<file path="src/rtl/ip_hdr_pkg.sv">
// Shared types for the IP transmit header arbiter.
package ip_hdr_pkg;

    localparam int unsigned IP_HDR_W = 104;

    localparam logic [7:0] DEFAULT_TTL_C = 8'd64;

    typedef struct packed {
        logic [5:0]  dscp;
        logic [1:0]  ecn;
        logic [15:0] length;
        logic [7:0]  ttl;
        logic [7:0]  protocol;
        logic [31:0] source_ip;
        logic [31:0] dest_ip;
    } ip_hdr_t;

    typedef enum logic [1:0] {
        IDLE = 2'd0,
        HOLD = 2'd1,
        LOCK = 2'd2
    } arb_state_t;

endpackage

</file>
<file path="src/rtl/ip_header_arb_rr_arbiter.sv">
// Request arbiter: round-robin from a rotating pointer, or fixed priority.
module rr_arbiter #(
    parameter int unsigned NUM_CH   = 4,
    parameter int unsigned ARB_MODE = 0,
    localparam int unsigned IDX_W   = $clog2(NUM_CH)
) (
    input  logic              clk,
    input  logic              sync_rst,
    input  logic [NUM_CH-1:0] req,
    input  logic              advance,
    output logic [IDX_W-1:0]  grant_idx_c,
    output logic              grant_valid_c
);

    logic [IDX_W-1:0] ptr;

    // First requester found scanning from the pointer (or from 0 in fixed mode).
    always_comb begin
        int unsigned cand;
        grant_idx_c   = '0;
        grant_valid_c = 1'b0;
        cand          = 0;
        for (int unsigned i = 0; i < NUM_CH; i++) begin
            cand = (ARB_MODE == 0) ? ((32'(ptr) + i) % NUM_CH) : i;
            if (!grant_valid_c && req[IDX_W'(cand)]) begin
                grant_valid_c = 1'b1;
                grant_idx_c   = IDX_W'(cand);
            end
        end
    end

    // Pointer moves to the channel after the winner on every accepted grant.
    always_ff @(posedge clk) begin
        if (sync_rst) begin
            ptr <= '0;
        end else if (advance && grant_valid_c) begin
            ptr <= (grant_idx_c == IDX_W'(NUM_CH - 1)) ? '0 : grant_idx_c + IDX_W'(1);
        end
    end

endmodule

</file>
<file path="src/rtl/ip_header_arb.sv">
// N-channel IP header arbiter with a single registered output slot.
module ip_header_arb
    import ip_hdr_pkg::*;
#(
    parameter int unsigned NUM_CH       = 4,
    parameter int unsigned ARB_MODE     = 0,
    parameter int unsigned LOCK_EN      = 1,
    parameter int unsigned TTL_OVERRIDE = 0,
    parameter logic [7:0]  DEFAULT_TTL  = DEFAULT_TTL_C,
    localparam int unsigned CH_W        = $clog2(NUM_CH)
) (
    input  logic                       clk,
    input  logic                       sync_rst,
    input  logic [NUM_CH-1:0]          in_hdr_valid,
    output logic [NUM_CH-1:0]          in_hdr_ready,
    input  logic [NUM_CH*IP_HDR_W-1:0] in_hdr,
    output logic                       out_hdr_valid,
    input  logic                       out_hdr_ready,
    output ip_hdr_t                    out_hdr,
    output logic [CH_W-1:0]            out_ch,
    input  logic                       lock_release,
    output logic                       busy
);

    arb_state_t      state;
    logic [CH_W-1:0] grant_idx;
    logic            grant_valid;
    logic            advance;
    ip_hdr_t         hdr_sel;
    ip_hdr_t         hdr_cap;

    assign advance = (state == IDLE);

    rr_arbiter #(
        .NUM_CH   (NUM_CH),
        .ARB_MODE (ARB_MODE)
    ) u_arb (
        .clk           (clk),
        .sync_rst      (sync_rst),
        .req           (in_hdr_valid),
        .advance       (advance),
        .grant_idx_c   (grant_idx),
        .grant_valid_c (grant_valid)
    );

    // Winner's header, with a zero TTL replaced when override is enabled.
    always_comb begin
        hdr_sel = in_hdr[grant_idx*IP_HDR_W +: IP_HDR_W];
        hdr_cap = hdr_sel;
        if (TTL_OVERRIDE == 1 && hdr_sel.ttl == 8'd0) begin
            hdr_cap.ttl = DEFAULT_TTL;
        end
    end

    // Accept only the winner, only while idle and out of reset.
    always_comb begin
        in_hdr_ready = '0;
        if (state == IDLE && grant_valid && !sync_rst) begin
            in_hdr_ready[grant_idx] = 1'b1;
        end
    end

    // Control FSM and registered output slot.
    always_ff @(posedge clk) begin
        if (sync_rst) begin
            state         <= IDLE;
            out_hdr       <= '0;
            out_ch        <= '0;
            out_hdr_valid <= 1'b0;
            busy          <= 1'b0;
        end else begin
            case (state)
                IDLE: begin
                    if (grant_valid) begin
                        out_hdr       <= hdr_cap;
                        out_ch        <= grant_idx;
                        out_hdr_valid <= 1'b1;
                        busy          <= 1'b1;
                        state         <= HOLD;
                    end
                end
                HOLD: begin
                    if (out_hdr_ready) begin
                        out_hdr_valid <= 1'b0;
                        if (LOCK_EN == 1) begin
                            state <= LOCK;
                        end else begin
                            state <= IDLE;
                            busy  <= 1'b0;
                        end
                    end
                end
                LOCK: begin
                    if (lock_release) begin
                        state <= IDLE;
                        busy  <= 1'b0;
                    end
                end
                default: begin
                    state         <= IDLE;
                    out_hdr_valid <= 1'b0;
                    busy          <= 1'b0;
                end
            endcase
        end
    end

endmodule

</file>
<file path="config.mk">
export PLATFORM = sky130hd
export DESIGN_NAME = ip_header_arb
export DESIGN_NICKNAME = d
export VERILOG_FILES = /design/src/rtl/ip_hdr_pkg.sv /design/src/rtl/ip_header_arb_rr_arbiter.sv /design/src/rtl/ip_header_arb.sv
export SDC_FILE = /design/constraint.sdc
export NUM_CORES = 1
export LEC_CHECK = 0
export ABC_AREA = 1
export CAP_MARGIN = 20
export CORE_AREA = 4 4 208 210
export DETAILED_ROUTE_END_ITERATION = 10
export DIE_AREA = 0 0 212 214
export DONT_BUFFER_PORTS = 1
export PLACE_DENSITY = 0.41
export SYNTH_ARGS = -nofsm -noshare
export SYNTH_HDL_FRONTEND = slang
export SYNTH_SLANG_ARGS = --single-unit
</file>
<file path="constraint.sdc">
create_clock -name clk -period 6.2 [get_ports clk]
set_clock_uncertainty 0.15 [all_clocks]
set_input_delay 0.62 -clock clk [delete_from_list [all_inputs] [get_ports clk]]
set_output_delay 0.62 -clock clk [all_outputs]
set_load 0.1 [all_outputs]
</file>
# After elaboration in Yosys (flattened, before gate mapping)
# Index checks and enable logic that the tools add are counted.
[word_totals] regBits=112 latchBits=0 ramBits=0 romBits=0 in_bits=424 out_inout_bits=112 elab_cells=76 memories=0
[classes] add_sub_neg=4 n_mul=1 n_div=0 order_cmp=6 eq_ne=6 shift=1 mux=29 bitwise=2 reduce_logical=15
[ops] cell="$shiftx A416 B10 Y104" count=1
[ops] cell="$mux W2" count=8
[ops] cell="$lt A2 B3 Y1 const B" count=5
[ops] cell="$mux W1" count=12
[ops] cell="$reduce_and A3 Y1" count=3
[ops] cell="$bmux W1 S2" count=4
[ops] cell="$logic_and A1 B1 Y1" count=6
[ops] cell="$mul A2 B4 Y6 const B" count=1
[ops] cell="$ne A2 B2 Y1 const B" count=3
[ops] cell="$pmux W1 S3" count=2
[ops] cell="$pmux W2 S3" count=1
[ops] cell="$add A2 B1 Y2 const B" count=2
[ops] cell="$add A2 B2 Y2 const B" count=2
[ops] cell="$eq A2 B2 Y1 const B" count=2
[ops] cell="$logic_not A1 Y1" count=4
[ops] cell="$mux W4" count=1
[ops] cell="$demux W1 S2" count=1
[ops] cell="$eq A2 B1 Y1 const B" count=1
[ops] cell="$ge A2 B1 Y1 const B" count=1
[ops] cell="$logic_not A2 Y1" count=1
[ops] cell="$not A1 Y1" count=2
[ops] cell="$reduce_and A2 Y1" count=1

# Longest topological paths before layout
# Gate-level depths: netlist of run 1.
[logic_depth] ltp_word=17 mapped_depth=16 mapped_depth_nobuf=14

# Modules after synthesis
# A second synthesis of run 1 with hierarchy kept.
[unflattened] cells_unflattened=1234 area_unflattened_um2=6905.4
[modules_own_cells] module="ip_header_arb" n_inst=1 cells_each=1165 area_per_inst_um2=6506.2 seq_area_each_um2=2202.1
[modules_own_cells] module="rr_arbiter" n_inst=1 cells_each=69 area_per_inst_um2=399.1 seq_area_each_um2=40.0

# Worst setup path after synthesis of run 1
# No wires, ideal clock.
[synth_timing] path_type="in2out" start="in in_hdr_valid[3]" end="out in_hdr_ready[1]" arrival_ps=3748 t_required_ps=5430 path_slack_ps=1682 stages=11 n_path_buf=2 path_cell_list="inv_1 nand2_1 nand3_1 nand2_2 nor2_4 nand3_1 nand2_2 nand2_2 buf_6 buf_2 nor3_1"
[synth_between] elab_chain_len=17 word_cells_on_any_way=30 cone_classes="order compare (2); mux (19); reduce/logical (9)"
[synth_lines] element="from (decl)" line="ip_header_arb.sv:14" text="input logic [NUM_CH-1:0] in_hdr_valid,"
[synth_lines] element="$bmux W1 S2" line="ip_header_arb_rr_arbiter.sv:25" text="if (!grant_valid_c && req[IDX_W'(cand)]) begin"
[synth_lines] element="$mux W1 (implied by the code)" line="ip_header_arb_rr_arbiter.sv:25"
[synth_lines] element="$mux W1" line="ip_header_arb_rr_arbiter.sv:25"
[synth_lines] element="$logic_not A1 Y1" line="ip_header_arb_rr_arbiter.sv:25"
[synth_lines] element="$logic_and A1 B1 Y1" line="ip_header_arb_rr_arbiter.sv:25"
[synth_lines] element="$mux W1" line="ip_header_arb_rr_arbiter.sv:25"
[synth_lines] element="$logic_not A1 Y1" line="ip_header_arb_rr_arbiter.sv:25"
[synth_lines] element="$logic_and A1 B1 Y1" line="ip_header_arb_rr_arbiter.sv:25"
[synth_lines] element="$mux W1" line="ip_header_arb_rr_arbiter.sv:25"
[synth_lines] element="$logic_not A1 Y1" line="ip_header_arb_rr_arbiter.sv:25"
[synth_lines] element="$logic_and A1 B1 Y1" line="ip_header_arb_rr_arbiter.sv:25"
[synth_lines] element="$mux W2" line="ip_header_arb_rr_arbiter.sv:25"
[synth_lines] element="$lt A2 B3 Y1 (implied by the code) / $ge A2 B1 Y1 (equally long branches)" line="ip_header_arb.sv:59" text="in_hdr_ready[grant_idx] = 1'b1;"
[synth_lines] element="$logic_and A1 B1 Y1 (implied by the code)" line="ip_header_arb.sv:59"
[synth_lines] element="$mux W1 (implied by the code)" line="ip_header_arb.sv:59"
[synth_lines] element="$demux W1 S2" line="ip_header_arb.sv:59"
[synth_lines] element="$mux W4 *" line="ip_header_arb.sv:58" text="if (state == IDLE && grant_valid && !sync_rst) begin"
[synth_lines] element="to (decl)" line="ip_header_arb.sv:15" text="output logic [NUM_CH-1:0] in_hdr_ready,"
# Every way passes the cells marked *; elsewhere a longest branch is shown, timed or not. The select of a mux whose other input is x is not followed.

# Worst setup path after layout of run 1
[layout_timing] start="reg u_arb.ptr[0]" end="out in_hdr_ready[2]"
[layout_between] elab_chain_len=17 word_cells_on_any_way=33 cone_classes="add/sub (3); order compare (2); mux (19); reduce/logical (9)"
[layout_lines] element="from (decl)" line="ip_header_arb_rr_arbiter.sv:15" text="logic [IDX_W-1:0] ptr;"
[layout_lines] element="from (signal assigned)" line="ip_header_arb_rr_arbiter.sv:37" text="ptr <= (grant_idx_c == IDX_W'(NUM_CH - 1)) ? '0 : grant_idx_c + IDX_W'(1);"
[layout_lines] element="parallel branches: the longest is 16 deep, another holds $lt A2 B3 Y1"
[layout_lines] element="$mux W4 *" line="ip_header_arb.sv:58"
# Every way passes the cells marked *. The select of a mux whose other input is x is not followed.

==> results of run 1 <==
==> cell families after synthesis <==
| logic type | after synthesis | synth area share [%] |
|---|---|---|
| compound gates | 118 | 6.82 |
| fa+ha+maj | 1 | 0.145 |
| buf+inv | 347 | 16.6 |
| flops | 112 | 25.9 |
| simple gates | 1012 | 50.6 |
==> metal layers <==
metal  up-vias  share of wire (%)
met1      4504                 42
li1       4808                  -
met5         -              0.034
met2       396                 48
met4         2                2.2
met3        54                8.2
==> cell usage in the layout (no fill, tap or decap) <==
cell type	instances
ha_1	1
nor3_1	1
nand3_1	425
clkinv_2	2
buf_12	2
nor2_1	212
nand4_1	3
o21ai_0	99
nand3_4	2
inv_1	217
o21ai_1	11
nor3_2	3
nand2_1	356
a21oi_1	8
or2_2	1
dfxtp_1	112
nand2_4	2
nand2_2	2
clkinvlp_4	4
inv_6	2
nor2_2	2
clkbuf_16	12
clkbuf_8	1
nand2_8	1
inv_2	3
buf_4	13
nor2_4	2
==> worst max-delay path, stage by stage, from the launching register on <==
cell,delay (ns)
dfxtp_1,0.68
inv_2,0.18
nand2_1,0.09
nand2_1,0.09
nand2_1,0.08
nand2_1,0.07
a21oi_1,0.22
nand2_4,0.40
nand2_8,0.56
ha_1,0.25
inv_1,0.05
nor2_2,0.81
==> area by class of cell <==
cell class                      count  area share (%)
Sequential cell                   112            24.1
Multi-Input combinational cell   1131            54.3
Inverter                          222            9.03
Timing Repair Buffer               18            2.29
Clock inverter                      6           0.471
Clock buffer                       10            2.57
Tap cell                          539            7.25
==> through the flow <==
step / instance area (um2) / hold WS [ns] / std cells / setup WS, ns
after floorplan: 8650 / 0.395 / 1590 / 1.68
after global placement: 9000 / 0.421 / 2021 / 1.89
after detailed placement: 9000 / 0.435 / 2021 / 1.88
after CTS: 9280 / 0.0965 / 2037 / 1.41
after global routing: 9300 / 0.0963 / 2038 / 1.14
final: 9300 / 0.137 / 2038 / 1.51
==> Yosys cell counts (all sizes together) <==
cell      n
nand3   427
nand2   361
inv     221
nor2    216
dfxtp   112
o21ai   110
buf      90
clkbuf   35
a21oi     8
nor3      4
nand4     3
clkinv    1
ha        1
or2       1
==> state kept, by name (all words and copies together) (netlist names) <==
| signal | cells |
|---|---|
| busy | 1 |
| out_ch | 2 |
| out_hdr | 104 |
| out_hdr_valid | 1 |
| state | 2 |
| u_arb.ptr | 2 |
==> worst paths after layout <==
check	endpoint	startpoint	cells after the start
setup reg to reg	out_hdr[26]	u_arb.ptr[0]	14
hold / removal	u_arb.ptr[0]	sync_rst	1
setup / recovery	in_hdr_ready[2]	u_arb.ptr[0]	11
hold reg to reg	out_hdr[24]	out_hdr[24]	2
==> impl_metrics.env, run 1 <==
export IMPL_status="finished, final reports clean"
export IMPL_synth_nets=2015
export IMPL_die_w_um=212
export IMPL_drc=0
export IMPL_crit_fanout=86
export IMPL_clkSlewWorstSetupHoldPaths_ns=0.09
export IMPL_drt_wl_total_um=37700
export IMPL_cts_root_buffer="clkbuf_16"
export IMPL_fin_crit_ns=4.69
export IMPL_ys_ff_latch=112
export IMPL_multi_input_area_mm2=0.00505
export IMPL_slew_headroom_pct=29.1
export IMPL_grt_usage_pct=15.6
export IMPL_cts_resized=0
export IMPL_syn_area_per_cell_um2=5.44
export IMPL_synth_top_area_share_pct=25.9
export IMPL_tightest_slew_ns=1.06
export IMPL_synth_cell_area_mm2=0.00865
export IMPL_core_area_mm2=0.0416
export IMPL_ioPinCount=536
export IMPL_cts_buffers=9
export IMPL_h_tree_depth=3
export IMPL_grt_pass1_wl_um=55400
export IMPL_cts_setup_buffers=0
export IMPL_insertion_delay_ns=0.39
export IMPL_drtIter0Drc=774
export IMPL_grt_use_met2_pct=25.9
export IMPL_start_util_pct=20.8
export IMPL_cts_tree="done"
export IMPL_diodes=0
export IMPL_final_core_util_pct=22.4
export IMPL_post_drt_via_cell_ratio=4.79
export IMPL_gp_congestion=0.868
export IMPL_grt_pass1_vias=9087
export IMPL_fp_dieArea_mm2=0.0454
export IMPL_fill_cells=4911
export IMPL_yosys_area_top_type="dfxtp_1"
export IMPL_clock_fmax_mhz=213
export IMPL_seqCellArea_mm2=0.00224
export IMPL_ant_nets=0
export IMPL_crit_path_end_kind="output port"
export IMPL_required_ns=5.43
export IMPL_cts_max_path_buffers=2
export IMPL_rrSetupSlack_ns=2.07
export IMPL_busiest_layer="met2"
export IMPL_syn_instance_count=1590
export IMPL_max_cap_viol_count=0
export IMPL_crit_type="reg2out"
export IMPL_die_h_um=214
export IMPL_holdBufCountCts=0
export IMPL_nNetsFinal=1919
export IMPL_grtUsageMet3_pct=5.37
export IMPL_synth_distinct_cells=23
export IMPL_setup_tns_ns=0
export IMPL_fin_crit_sh_pct=75.6
export IMPL_met1_usage_pct=19.3
export IMPL_ys_top_cells_by_area="dfxtp_1 (26%), nand3_1 (25%), nand2_1 (15%), inv_1 (9.4%), nor2_1 (9.2%)"
export IMPL_grt_max_degree=109
export IMPL_syn_to_final_growth_pct=7.45
export IMPL_drive_gt1_share_pct=3.60
export IMPL_port_buffers=0
export IMPL_antenna_found_initial=1
export IMPL_cts_sinks=112
export IMPL_cp_start_kind="flop"
export IMPL_dp_hpwl_um=27200
export IMPL_hold_path_class="in2reg"
export IMPL_setup_violations_final=0
export IMPL_finalHoldViolations=0
export IMPL_cp_arrival_ns=3.92
export IMPL_ys_seq_area_share_pct=25.9
export IMPL_grt_overflow_total=0
export IMPL_wl_per_cell_um=18.5
export IMPL_first_pass_iters=5
export IMPL_yosysWarnings=0
export IMPL_fp_row_count=75
export IMPL_vias=9764
export IMPL_rsz0062_at_grt="no"
export IMPL_slew_viol_final=0
Power of run 1 is not shown: default switching activity piles up to over one toggle a cycle in this logic, so the estimate is an artifact.
==> inputs of run 2 (changes only) <==
==> constraint.sdc (replaced) <==
create_clock -name clk -period 4.5 [get_ports clk]
set_clock_uncertainty 0.15 [all_clocks]
set_input_delay 0.45 -clock clk [delete_from_list [all_inputs] [get_ports clk]]
set_output_delay 0.45 -clock clk [all_outputs]
set_load 0.1 [all_outputs]
==> run 2 against run 1 <==
  * Non-clock buffer count up 4
  * Global-route usage down 0.48 points
  * Sequential share of layout area down 0.28 points
  * Wire length down 1.9%
  * Core utilization up 0.26 points
  * Setup slack worse by 0.70 ns
==> impl_metrics.env, run 2 (same netlist as run 1, synthesis figures left out) <==
export IMPL_cts_root_buffer="clkbuf_16"
export IMPL_grt_pass1_vias=8908
export IMPL_setup_violations_final=0
export IMPL_antenna_found_initial=0
export IMPL_grt_pass1_wl_um=54400
export IMPL_post_drt_via_cell_ratio=4.76
export IMPL_fin_crit_ns=3.69
export IMPL_die_w_um=212
export IMPL_status="finished, final reports clean"
export IMPL_hold_path_class="in2reg"
export IMPL_crit_fanout=43
export IMPL_fin_ws_ns=0.811
export IMPL_slew_viol_final=0
export IMPL_first_pass_iters=5
export IMPL_drive_gt1_share_pct=3.73
export IMPL_gp_congestion=0.871
export IMPL_ioPinCount=536
export IMPL_wl_per_cell_um=18.1
export IMPL_largest_reg_flops=104
export IMPL_drtIter0Drc=672
export IMPL_grt_max_degree=116
export IMPL_drt_wl_total_um=37000
export IMPL_h_tree_depth=3
export IMPL_crit_path_end_kind="output port"
export IMPL_insertion_delay_ns=0.37
export IMPL_cts_tree="done"
export IMPL_finalHoldViolations=0
export IMPL_required_ns=3.90
export IMPL_start_util_pct=20.8
export IMPL_slew_headroom_pct=27.9
export IMPL_cts_buffers=9
export IMPL_diodes=0
export IMPL_max_cap_viol_count=0
export IMPL_cts_sinks=112
export IMPL_final_cell_area_mm2=0.00941
export IMPL_setup_tns_ns=0
export IMPL_tightest_slew_ns=1.08
export IMPL_fp_dieArea_mm2=0.0454
export IMPL_dp_hpwl_um=27300
export IMPL_crit_type="reg2out"
export IMPL_nNetsFinal=1923
export IMPL_cts_max_path_buffers=2
export IMPL_cp_start_kind="flop"
export IMPL_vias=9713
export IMPL_place_area_mm2=0.00909
export IMPL_cp_arrival_ns=3.09
export IMPL_grt_overflow_total=0
export IMPL_final_common_cell="nand3_1"
export IMPL_cts_setup_buffers=0
export IMPL_ant_nets=0
export IMPL_regMostFlops="out_hdr"
export IMPL_post_place_ws_ns=1.19
export IMPL_syn_to_final_growth_pct=8.69
export IMPL_die_h_um=214
export IMPL_grt_usage_pct=15.1
export IMPL_core_area_mm2=0.0416
export IMPL_drc=0
export IMPL_final_core_util_pct=22.6
export IMPL_clock_fmax_mhz=271
export IMPL_mostFrequentLayoutCells="nand3_1 (425), nand2_1 (356), inv_1 (217)"
export IMPL_fin_crit_sh_pct=82.0
export IMPL_port_buffers=0
export IMPL_fp_row_count=75
export IMPL_rsz0062_at_grt="no"
export IMPL_clkSlewWorstSetupHoldPaths_ns=0.08
[run 2: worst max-delay path, cell delays in order, from the launching register on]
cell and delay [ns]:
dfxtp_1 0.68, inv_2 0.18, nand2_1 0.10, nand2_1 0.09, nand2_1 0.08, nand2_1 0.08, nor2_1 0.16, nand2_1 0.07
nand2_1 0.12, nand3_4 0.47, nor3_2 0.41, clkbuf_16 0.25
[run 2: metrics by stage]
stage | hold slack (ns) | cells
after global placement | 0.373 | 2025
final | 0.0981 | 2042
after detailed placement | 0.375 | 2025
after floorplan | 0.369 | 1590
after CTS | 0.0553 | 2042
after global routing | 0.0863 | 2042
[run 2: layer usage]
metal  vias to the layer above  track usage (%)  part of all wire, %
li1                       4815                -                    -
met1                      4426             18.7                   41
met2                       424             25.6                   48
met3                        48             3.98                  7.7
met4                         0             4.95                  2.5
met5                         -                0                    0
[run 2: path summary, 6_finish.rpt]
path,startpoint,to,slack (ns),cells past startpoint
setup / recovery,u_arb.ptr[0],in_hdr_ready[0],0.81,11
hold / removal,out_hdr_ready,state[1],0.1,2
setup reg to reg,u_arb.ptr[0],out_hdr[25],1.28,14
hold reg to reg,state[1],state[0],0.45,3
[run 2: timing repair]
item,CTS,global route
gates resized for setup,0,0
hold endpoints to repair,4,0
hold buffers,1,0
[run 2: cell type report]
class                      instances  area (um2)
fill                            4878       32200
multi-input combinational       1131        5050
sequential                       112        2240
inverter                         222         840
tap                              539         674
timing repair buffer              22         295
clock buffer                      11         243
clock inverter                     5        65.1
Power of run 2 is left out for the same reason.
